File: config.mk
export PLATFORM = sky130hd
export DESIGN_NAME = mrsw_raddr_ram
export DESIGN_NICKNAME = d
export VERILOG_FILES = /design/src/rtl/mrsw_raddr_ram.sv
export SDC_FILE = /design/constraint.sdc
export NUM_CORES = 1
export LEC_CHECK = 0
export ABC_CLOCK_PERIOD_IN_PS = 2390
export BUFFER_PORTS_ARGS = -buffer_cell sky130_fd_sc_hd__buf_4
export CORE_MARGIN = 2
export CORE_UTILIZATION = 60
export CTS_BUF_LIST = sky130_fd_sc_hd__clkbuf_4 sky130_fd_sc_hd__clkbuf_8
export CTS_CLUSTER_DIAMETER = 100
export DETAILED_ROUTE_END_ITERATION = 8
export GPL_ROUTABILITY_DRIVEN = 0
export PLACE_DENSITY_LB_ADDON = 0.25
export SLEW_MARGIN = 20
export SYNTH_ARGS = -nofsm -noshare
export SYNTH_HDL_FRONTEND = slang
export SYNTH_SLANG_ARGS = --single-unit
File: constraint.sdc
create_clock -name clk -period 2.39 [get_ports clk]
set_input_delay 0.5975 -clock clk [delete_from_list [all_inputs] [get_ports clk]]
set_output_delay 0.5975 -clock clk [all_outputs]
set_load 0.01 [all_outputs]
File: src/rtl/mrsw_raddr_ram.sv
// mrsw_raddr_ram: single-write, multi-read synchronous RAM with byte strobes.
// Each read port registers either its address (RDMODE=0) or its data (RDMODE=1).
module mrsw_raddr_ram #(
  parameter int DATA_WIDTH = 32,
  parameter int DEPTH      = 4,
  parameter int ADDR_WIDTH = 2,
  parameter int NRD        = 2,
  parameter int RDMODE     = 0
) (
  input  logic                       clk,
  input  logic                       rst,
  input  logic                       wen,
  input  logic [ADDR_WIDTH-1:0]      waddr,
  input  logic [DATA_WIDTH/8-1:0]    wstrb,
  input  logic [DATA_WIDTH-1:0]      wdata,
  input  logic [NRD-1:0]             ren,
  input  logic [NRD*ADDR_WIDTH-1:0]  raddr,
  output logic [NRD*DATA_WIDTH-1:0]  rdata,
  output logic [NRD-1:0]             rvalid
);

  localparam int NBYTES = DATA_WIDTH / 8;
  localparam logic [ADDR_WIDTH:0] DEPTH_LIM = (ADDR_WIDTH + 1)'(DEPTH);

  logic [DATA_WIDTH-1:0] mem [DEPTH];

  function automatic logic addr_ok(input logic [ADDR_WIDTH-1:0] a);
    return {1'b0, a} < DEPTH_LIM;
  endfunction

  function automatic logic [DATA_WIDTH-1:0] rd_word(input logic [ADDR_WIDTH-1:0] a);
    return addr_ok(a) ? mem[a] : '0;
  endfunction

  // The array has no reset so it stays a plain register array; rst only gates writes.
  always_ff @(posedge clk) begin
    if (wen && !rst && addr_ok(waddr)) begin
      for (int i = 0; i < NBYTES; i++) begin
        if (wstrb[i]) mem[waddr][8*i +: 8] <= wdata[8*i +: 8];
      end
    end
  end

  always_ff @(posedge clk or posedge rst) begin
    if (rst) rvalid <= '0;
    else     rvalid <= ren;
  end

  generate
    if (RDMODE == 0) begin : g_areg
      logic [ADDR_WIDTH-1:0] raddr_q [NRD];

      always_ff @(posedge clk or posedge rst) begin
        if (rst) begin
          for (int p = 0; p < NRD; p++) raddr_q[p] <= '0;
        end else begin
          for (int p = 0; p < NRD; p++) begin
            if (ren[p]) raddr_q[p] <= raddr[p*ADDR_WIDTH +: ADDR_WIDTH];
          end
        end
      end

      // Held address re-reads the array every cycle, so later writes show through.
      always_comb begin
        rdata = '0;
        for (int p = 0; p < NRD; p++) begin
          rdata[p*DATA_WIDTH +: DATA_WIDTH] = rd_word(raddr_q[p]);
        end
      end
    end else begin : g_dreg
      logic [DATA_WIDTH-1:0] rdata_q [NRD];

      // Sampling mem on the write edge returns the pre-write word (read-first).
      always_ff @(posedge clk or posedge rst) begin
        if (rst) begin
          for (int p = 0; p < NRD; p++) rdata_q[p] <= '0;
        end else begin
          for (int p = 0; p < NRD; p++) begin
            if (ren[p]) rdata_q[p] <= rd_word(raddr[p*ADDR_WIDTH +: ADDR_WIDTH]);
          end
        end
      end

      always_comb begin
        rdata = '0;
        for (int p = 0; p < NRD; p++) begin
          rdata[p*DATA_WIDTH +: DATA_WIDTH] = rdata_q[p];
        end
      end
    end
  endgenerate

endmodule

==> results.json <==
{
  "outcome": "finished, violations left",
  "violations": "setup timing",
  "synthToLayoutAreaGrowth_pct": 29.33,
  "cts.reportedPaths.clkPinSlew_ns": 0.07,
  "cts_inserted_buffers": 17,
  "global_route.usage.total": 0.2371,
  "first_pass_grt_wire_length_um": 17530,
  "setup_viol": 23,
  "mapped_avg_cell_area_um2": 23.96,
  "cts_hold_repair.buffers": 0,
  "first_iter_violations": 186,
  "fmaxAchievable_mhz": 411.6,
  "critical-path-top-cell-by-count": "sky130_fd_sc_hd__buf_4",
  "totalWireLength_um": 11750,
  "topRoutingLayerUsed": "met4",
  "seqCellArea_mm2": 0.004001,
  "final.period_utilization": 1.017,
  "post-dp-hpwl_um": 7651,
  "cts_tree": "done",
  "ys_seq_area_frac": 0.6888,
  "drt_first_pass_iters": 4,
  "peakVddDrop_mv": 0.4487,
  "timing.clock.skew_ns": 0,
  "synth.top_cell.area_share": 0.6629,
  "hold_viol": 0,
  "netlist.top_cell.by_area": "sky130_fd_sc_hd__edfxtp_1",
  "drtAntennaViolNets": 0,
  "numClockSinks": 134,
  "min_period_ns": 2.430,
  "multi_input_comb_area_mm2": 0.001602,
  "layout.filler_cells": 470,
  "cp_num_buf_inv": 2,
  "regToRegSetupSlack_ns": 1.11,
  "worst_path_dominant_cell_family": "multiplexers",
  "clock_latency_ns": 0.41,
  "crit_path_max_incr_delay_ns": 0.52,
  "report.final.slew_viol_count": 0,
  "die_width_um": 102.3,
  "synth_cell_types": 15,
  "floorplan.die_area_mm2": 0.01047,
  "pwr_density_cell_mw_per_mm2": 734.7,
  "routedWlPerCell_um": 22.08,
  "drv_cap": 0,
  "relative_slew_slack": 0.7985,
  "grt_antenna_before_repair": 0,
  "drcViolationCount": 0,
  "critical_path.max_fanout": 7,
  "grt_max_degree": 21,
  "number_of_nets_in_the_final_layout": 438,
  "grt_setup_unrepaired": "yes",
  "crit_chain": "buf_4 > mux4_2 > buf_4",
  "num_antenna_cells": 0,
  "critical_path_required_ns": 1.79,
  "num_rows": 35,
  "drive_above_1_share": 0.6030,
  "criticalPathCategory": "reg -> out",
  "syn_nets": 289,
  "root_buffer": "sky130_fd_sc_hd__clkbuf_8",
  "detailroute.via_count": 3112,
  "number_of_warnings_issued_by_yosys": 0,
  "design_power_total_mw": 5.509,
  "post_drt_via_cell_ratio": 5.850,
  "synthCells": 242,
  "worst_slew_pin_slew_ns": 0.3022,
  "first_global_vias": 3262,
  "port_buffers": 112,
  "synth-seq-cells": 134,
  "total_leakage_power_nw": 2.681,
  "start_util": 0.6216,
  "layout_setup_ws_ns": -0.03980,
  "hold_ws_ns": 0.1271,
  "ioPinCount": 113,
  "largest_cells_by_area_after_synthesis": "sky130_fd_sc_hd__edfxtp_1 (66%), sky130_fd_sc_hd__mux4_2 (23%), sky130_fd_sc_hd__mux4_1 (2.7%)",
  "routed-wl-met2_um": 6560,
  "timing.critical_path.to_type": "output pin",
  "grt_remaining_overflow": 0,
  "clockBufferDepth": 2,
  "syn-cell-area_mm2": 0.005798,
  "wl_met1_um": 4408,
  "timing.critical_path.slowest_stage_cell": "sky130_fd_sc_hd__mux4_2",
  "die-height_um": 102.3,
  "timing.critical_path.from_type": "flop",
  "hold_crit_class": "in -> async",
  "met3RoutedLength_um": 669,
  "cts-htree-levels": 4,
  "arrival_time_worst_endpoint_ns": 1.83,
  "core_mm2": 0.009328
}
==> sequential cells by signal (all words and copies together) (netlist names) <==
name / count
g_areg.raddr_q: 4
mem: 128
rvalid: 2
==> cells by family (layout without fill, tap and decap cells) <==
| logic type | count (synthesis) | after routing | synth area share |
|---|---|---|---|
| muxes | 68 | 68 | 0.2602 |
| buffers and inverters | 17 | 178 | 0.03172 |
| and+or+nand+nor | 23 | 23 | 0.01920 |
| DFF | 134 | 134 | 0.6888 |
==> power by group <==
group	switching [mW]	internal (mW)	total (mW)	leakage [nW]
sequential	0.0308	2.63	2.66	1.22
combinational	0.368	0.531	0.898	1.25
clock	0.828	1.12	1.95	0.208
total	1.23	4.28	5.51	2.68
==> per-layer routing <==
metal  vias up  GRT usage
li1       1360          -
met1      1613     0.3024
met2       129     0.4084
met3        10    0.05746
met4         0    0.07692
met5         -          0
==> stage by stage <==
| step | setup WS, ns | setup TNS, ns | std cells | cell area (um^2) | util |
|---|---|---|---|---|---|
| floorplan | 0.6009 | 0 | 242 | 5798 | - |
| global placement | 0.1940 | 0 | 493 | 6843 | 0.7336 |
| detailed placement | 0.1872 | 0 | 493 | 6843 | 0.7336 |
| CTS | -0.07954 | -1.554 | 531 | 7472 | 0.8011 |
| global route | -0.1086 | -3.329 | 532 | 7498 | 0.8039 |
| finish | -0.03980 | -0.3773 | 532 | 7498 | 0.8039 |
==> final timing paths <==
kind	from	to	depth (start not counted)
min in group clk	ren[1]	rvalid[1]	1
max in group asynchronous	rst	g_areg.raddr_q[2]	2
max	g_areg.raddr_q[0]	rdata[35]	3
min	rst	g_areg.raddr_q[0]	2
min reg2reg	g_areg.raddr_q[0]	g_areg.raddr_q[0]	1
max reg2reg	g_areg.raddr_q[2]	g_areg.raddr_q[2]	4
==> what timing repair did <==
item / in CTS / in global routing
buffers inserted: 6 / 2
gates cloned: 1 / 0
endpoints found under the setup margin: 60 / 59
gates resized for setup: 40 / 12
==> cell usage after synthesis (all sizes together) <==
cell type / n
buf: 14
clkbuf: 2
dfrtp: 6
edfxtp: 128
inv: 1
mux2: 4
mux4: 64
nand2: 1
nand2b: 2
nand3b: 4
nor2: 12
nor3: 4
==> layout by cell type, fill, tap and decap left out, types with 3 or more instances in the layout <==
cell                        Yosys  final
sky130_fd_sc_hd__clkbuf_8       0     17
sky130_fd_sc_hd__nor3_1         4      4
sky130_fd_sc_hd__dfrtp_1        6      4
sky130_fd_sc_hd__buf_4          0    101
sky130_fd_sc_hd__nand3b_1       4      4
sky130_fd_sc_hd__mux2_2         4      4
sky130_fd_sc_hd__clkinv_1       0      3
sky130_fd_sc_hd__edfxtp_1     128    128
sky130_fd_sc_hd__bufinv_16      0      4
sky130_fd_sc_hd__buf_6          2     39
sky130_fd_sc_hd__mux4_2        58     63
sky130_fd_sc_hd__buf_12         6      5
sky130_fd_sc_hd__clkinv_4       0      3
sky130_fd_sc_hd__nor2_1        12     12
==> layout make-up <==
| type | instances | share of cell area |
|---|---|---|
| inverter | 1 | 0.0005006 |
| multi-input combinational | 91 | 0.2136 |
| tap | 129 | 0.02153 |
| sequential | 134 | 0.5336 |
| clock buffer | 17 | 0.03120 |
| timing repair buffer | 146 | 0.1750 |
| clock inverter | 14 | 0.02453 |
(Power assumes the default switching activity.)
